==> src/rtl/audio_frame_scheduler.sv <==
// Stereo audio frame pacer: fractional phase accumulator ticks, source capture, two-beat AXIS output.
// Optional overrun_count output enabled by defining AUDIO_SCHED_OVERRUN_CNT_EN.
module audio_frame_scheduler #(
    parameter int unsigned NUM_SRC        = 4,
    parameter int unsigned SEL_W          = 2,
    parameter int unsigned AUDIO_IN_DW    = 12,
    parameter int unsigned AUDIO_OUT_DW   = 32,
    parameter int unsigned AUDIO_BIT_RATE = 24,
    parameter int unsigned ACC_W          = 24
) (
    input  logic                            clk,
    input  logic                            reset_n,
    input  logic [ACC_W-1:0]                tick_inc,
    input  logic [SEL_W-1:0]                src_sel,
    input  logic [NUM_SRC*AUDIO_IN_DW-1:0]  src_left,
    input  logic [NUM_SRC*AUDIO_IN_DW-1:0]  src_right,
    output logic [AUDIO_OUT_DW-1:0]         axis_data,
    output logic                            axis_valid,
    output logic                            axis_last,
    input  logic                            axis_ready,
    output logic                            sample_tick,
    output logic                            overrun,
`ifdef AUDIO_SCHED_OVERRUN_CNT_EN
    output logic [15:0]                     overrun_count,
`endif
    output logic                            busy
);

    localparam int unsigned SHIFT = AUDIO_BIT_RATE - AUDIO_IN_DW;

    typedef enum logic [1:0] {
        ST_IDLE  = 2'd0,
        ST_LEFT  = 2'd1,
        ST_RIGHT = 2'd2
    } state_t;

    state_t                   r_state;
    state_t                   w_state_nxt;
    logic [ACC_W-1:0]         r_acc;
    logic [ACC_W:0]           w_sum;
    logic                     r_tick;
    logic [AUDIO_IN_DW-1:0]   r_right;
    logic [AUDIO_OUT_DW-1:0]  r_data;
    logic [AUDIO_OUT_DW-1:0]  w_data_nxt;
    logic                     r_valid;
    logic                     r_last;
    logic                     r_busy;
    logic                     r_ovr;
    logic                     w_ovr_nxt;
    logic                     w_latch;
    logic [AUDIO_IN_DW-1:0]   w_sel_left;
    logic [AUDIO_IN_DW-1:0]   w_sel_right;

    // Place the sample just below AUDIO_BIT_RATE, zero-filled above and below.
    function automatic logic [AUDIO_OUT_DW-1:0] fmt(input logic [AUDIO_IN_DW-1:0] s);
        return AUDIO_OUT_DW'(s) << SHIFT;
    endfunction

    assign w_sum = {1'b0, r_acc} + {1'b0, tick_inc};

    // Source mux; out-of-range selects read as silence.
    always_comb begin
        w_sel_left  = '0;
        w_sel_right = '0;
        for (int unsigned i = 0; i < NUM_SRC; i++) begin
            if (src_sel == SEL_W'(i)) begin
                w_sel_left  = src_left[i*AUDIO_IN_DW +: AUDIO_IN_DW];
                w_sel_right = src_right[i*AUDIO_IN_DW +: AUDIO_IN_DW];
            end
        end
    end

    // Next-state and next-output logic; a tick is accepted only when no frame remains in flight.
    always_comb begin
        w_state_nxt = r_state;
        w_data_nxt  = r_data;
        w_ovr_nxt   = 1'b0;
        w_latch     = 1'b0;
        case (r_state)
            ST_IDLE: begin
                w_data_nxt = '0;
                if (r_tick) begin
                    w_latch     = 1'b1;
                    w_state_nxt = ST_LEFT;
                end
            end
            ST_LEFT: begin
                if (r_tick) begin
                    w_ovr_nxt = 1'b1;
                end
                if (axis_ready) begin
                    w_state_nxt = ST_RIGHT;
                    w_data_nxt  = fmt(r_right);
                end
            end
            ST_RIGHT: begin
                if (axis_ready) begin
                    if (r_tick) begin
                        w_latch     = 1'b1;
                        w_state_nxt = ST_LEFT;
                    end else begin
                        w_state_nxt = ST_IDLE;
                        w_data_nxt  = '0;
                    end
                end else if (r_tick) begin
                    w_ovr_nxt = 1'b1;
                end
            end
            default: begin
                w_state_nxt = ST_IDLE;
                w_data_nxt  = '0;
            end
        endcase
        if (w_latch) begin
            w_data_nxt = fmt(w_sel_left);
        end
    end

    always_ff @(posedge clk or negedge reset_n) begin
        if (!reset_n) begin
            r_acc   <= '0;
            r_tick  <= 1'b0;
            r_state <= ST_IDLE;
            r_right <= '0;
            r_data  <= '0;
            r_valid <= 1'b0;
            r_last  <= 1'b0;
            r_busy  <= 1'b0;
            r_ovr   <= 1'b0;
        end else begin
            r_acc   <= w_sum[ACC_W-1:0];
            r_tick  <= w_sum[ACC_W];
            r_state <= w_state_nxt;
            r_data  <= w_data_nxt;
            r_valid <= (w_state_nxt != ST_IDLE);
            r_last  <= (w_state_nxt == ST_RIGHT);
            r_busy  <= (w_state_nxt != ST_IDLE);
            r_ovr   <= w_ovr_nxt;
            if (w_latch) begin
                r_right <= w_sel_right;
            end
        end
    end

`ifdef AUDIO_SCHED_OVERRUN_CNT_EN
    logic [15:0] r_ovr_cnt;

    // Saturating count of dropped ticks.
    always_ff @(posedge clk or negedge reset_n) begin
        if (!reset_n) begin
            r_ovr_cnt <= '0;
        end else if (r_ovr && (r_ovr_cnt != 16'hFFFF)) begin
            r_ovr_cnt <= r_ovr_cnt + 16'd1;
        end
    end

    assign overrun_count = r_ovr_cnt;
`endif

    assign axis_data   = r_data;
    assign axis_valid  = r_valid;
    assign axis_last   = r_last;
    assign sample_tick = r_tick;
    assign overrun     = r_ovr;
    assign busy        = r_busy;

endmodule

==> config.mk <==
export PLATFORM = sky130hd
export DESIGN_NAME = audio_frame_scheduler
export DESIGN_NICKNAME = d
export VERILOG_FILES = /design/src/rtl/audio_frame_scheduler.sv
export SDC_FILE = /design/constraint.sdc
export NUM_CORES = 1
export LEC_CHECK = 0
export CAP_MARGIN = 20
export CORE_MARGIN = 3
export CORE_UTILIZATION = 40
export CTS_BUF_LIST = sky130_fd_sc_hd__clkbuf_4
export CTS_CLUSTER_DIAMETER = 150
export CTS_CLUSTER_SIZE = 16
export DETAILED_ROUTE_END_ITERATION = 7
export HOLD_SLACK_MARGIN = 0.05
export PLACE_DENSITY_LB_ADDON = 0.08
export SYNTH_ARGS = -nofsm -noshare
export SYNTH_HDL_FRONTEND = slang
export SYNTH_SLANG_ARGS = --single-unit
==> constraint.sdc <==
create_clock -name clk -period 2.5 [get_ports clk]
set_input_delay 0.5 -clock clk [delete_from_list [all_inputs] [get_ports clk]]
set_output_delay 0.5 -clock clk [all_outputs]
set_load 0.01 [all_outputs]
==> impl_metrics.tcl, run 1 <==
set metrics [dict create \
    status "completed" \
    critPathArrivalTime_ps 2680 \
    path_cells "clkdlybuf4s50_1, ha_1, a21o_1, a311oi_2, o21ai_2, o21ai_2, o21ai_2, a221o_1, a21o_1" \
    r2r_slack_ps 110 \
    core_um2 8980 \
    muxShareOfSynthArea 0.142 \
    critPathMaxFanout 7 \
    layout.nets 701 \
    pre_cts_slack_ps -597 \
    ys_ff_latch 54 \
    synthFlopType "dfrtp_1" \
    place.gp.congestion 0.864 \
    drv_cap 0 \
    grt_pass1_vias 3409 \
    worstSetupPathType "in2reg" \
    yosys.area_share.simple 0.138 \
    hold_class "in2async" \
    end_kind "flip-flop" \
    synth-edff-count 0 \
    avgViaCountPerCell 4.97 \
    cts_tree "built" \
    track_usage 0.188 \
    syn_inst 375 \
    nFillCells 774 \
    start_util 0.423 \
    area_delta_synth_final_pct 48.7 \
    diodes 0 \
    clock-skew-final_ps 10.5 \
    die_y_um 103 \
    dpl_cell_area_um2 5500 \
    timing.final.ws_setup_ps 111 \
    cts.path.max_buffers 2 \
    grt_pass1_wl_mm 15.7 \
    dr.pass1.iters 4 \
    wl_mm 9.92 \
    rows 34 \
    cts_buffers 5 \
    post-route-util 0.629 \
    root_buffer "clkbuf_4" \
    min_period_ps 2390 \
    port_buffers 141 \
    overflow 0 \
    path_clk_slew_ps 160 \
    hold_buffers 0 \
    drtIter0Drc 96 \
    antenna_found_initial 0 \
    drive_above_1_share 0.172 \
    wl_per_cell_um 14.7 \
    worstReg2RegStart "r_acc[0]" \
    cp_slowest_stage_delay_ps 400 \
    dp_hpwl_mm 8.08 \
    ys_seq_area_frac 0.356 \
    path_common_cell "o21ai_2" \
    insertion_delay_ps 380 \
    vias 3353 \
    synth-xor-area-share 0.0485 \
    synthDistinctLibCells 48 \
    die-area_um2 10700 \
    die_w_um 103 \
    async_reset_ff_frac 1.00 \
    min_period_over_period 0.955 \
    htree_num_levels 2 \
    synth-compound-area-share 0.148 \
    setup_viol 0 \
    p_leak_uw 0.00250 \
    slew_headroom 0.563 \
    yosys_warnings 0 \
    synth_top_family_by_area "compound AO/OA/AOI/OAI gates" \
    multiInputGateArea_um2 2280 \
    avgSynthCellArea_um2 10.1 \
    startpoint_type "input pin" \
    holdWs_ps 124 \
    irDropWorstVdd_uv 429 \
    cp_data_required_time_ps 2790 \
    powerDensity_nw_per_um2 975 \
    postLayoutCellArea_um2 5640 \
    power_uw 5500 \
    synth_fa_ha_area_frac 0.0976 \
    ant_nets 0 \
    hold_viol 0 \
    synth_area_um2 3790 \
    r2r_end "sample_tick" \
    cts.sinks 54 \
    crit_slowest_cell "clkdlybuf4s50_1" \
    slew_viol_final 0 \
    drc 0 \
    ios 162 \
    worst_pin_slew_ps 656 \
    fmax_mhz 419 \
    seq_area_um2 1350 \
    reg2reg_depth 9 \
    grt_max_degree 29 \
]
-- stage by stage --
stage	TNS, ps	cells
after floorplan	0	394
after global placement	-4540	662
after detailed placement	-4900	662
after CTS	0	673
after global routing	-0.808	674
final	0	674
-- layout by cell type, fill, tap and decap left out, drive strengths merged, types with 2 or more instances in the layout --
cell type | synthesis | layout
ha | 28 | 28
clkdlybuf4s50 | 0 | 137
nor3 | 3 | 3
xnor2 | 12 | 12
mux4 | 24 | 24
buf | 26 | 45
and3 | 3 | 3
a31oi | 16 | 16
o22ai | 3 | 3
dfrtp | 54 | 54
or2 | 2 | 2
clkbuf | 12 | 6
o31ai | 3 | 3
xor2 | 9 | 9
or3 | 3 | 3
o211ai | 2 | 2
nor2 | 23 | 23
inv | 5 | 5
nor2b | 3 | 3
o21ai | 18 | 18
a21o | 13 | 13
conb | 1 | 20
a21oi | 18 | 18
nand2 | 63 | 63
nand3 | 18 | 18
and2 | 2 | 2
-- area by class of cell --
class,count,area share
timing repair buffer,184,0.310
clock buffer,6,0.00798
clock inverter,2,0.00665
inverter,5,0.00333
sequential,54,0.239
multi-input combinational,297,0.404
tap,126,0.0279
-- cells in the mapped netlist, types with 3 or more instances --
master	instances	share of area
a21o_1	12	0.024
a21oi_1	17	0.022
o21ai_0	15	0.020
xor2_1	9	0.021
clkbuf_1	11	0.011
nand3_1	17	0.022
nor2_1	22	0.022
dfrtp_1	54	0.36
nor3_1	3	0.0040
mux4_2	24	0.14
nand2_1	63	0.062
and3_1	3	0.0049
nor2b_1	3	0.0049
buf_4	21	0.042
inv_1	5	0.0049
a31oi_1	16	0.026
ha_1	28	0.092
xnor2_1	12	0.028
or3_1	3	0.0049
-- routing by layer --
| metal | up-vias | share of wire | GRT usage |
|---|---|---|---|
| met2 | 115 | 0.51 | 0.330 |
| li1 | 1657 | - | - |
| met5 | - | 0 | 0 |
| met3 | 11 | 0.073 | 0.0449 |
| met1 | 1570 | 0.40 | 0.229 |
| met4 | 0 | 0.017 | 0.0518 |
-- logic make-up (layout without fill, tap and decap cells) --
kind of cell,after synthesis,after routing
buffers and inverters,43,197
AND/OR/NAND/NOR,121,121
multiplexers,24,24
AO/OA/AOI/OAI,82,82
adder cells (fa/ha/maj),29,29
flip-flops,54,54
XOR/XNOR,21,21
other,1,20
-- registers in the layout, summed over array words and instances (netlist names) --
register / count
overrun: 1
axis_data: 12
r_state: 2
r_acc: 24
sample_tick: 1
axis_last: 1
r_right: 12
busy: 1
-- worst max path at each step --
| stage | start | end | depth (start not counted) |
|---|---|---|---|
| after floorplan | tick_inc[0] | sample_tick | 9 |
| after global placement | tick_inc[0] | sample_tick | 10 |
| after detailed placement | tick_inc[0] | sample_tick | 10 |
| after CTS | tick_inc[1] | r_acc[23] | 10 |
| after global routing | r_acc[0] | sample_tick | 9 |
| final | tick_inc[4] | sample_tick | 9 |
-- power by group --
| group | switching (uW) | total (uW) | internal, uW |
|---|---|---|---|
| Combinational | 1680 | 3470 | 1790 |
| Sequential | 201 | 1520 | 1320 |
| Clock | 287 | 509 | 222 |
-- critical path: cells and delay by family --
family	cells	cell delay, ps
AOI/OAI and AO/OA	7	1390
adders and majority gates	1	390
buffers and inverters	1	400
-- timing repair --
action | in CTS | in global routing
buffers inserted | 3 | 1
setup endpoints to repair | 4 | 5
gates resized for setup | 4 | 2
pin swaps | 9 | 10
No activity file was read; power rests on OpenSTA's default activity.
==> run 2, diff against run 1 <==
Settings changed: SLEW_MARGIN set to 15.
==> results of run 2 <==
Same layout as run 1: the final DEF is identical, and so are final timing and power.
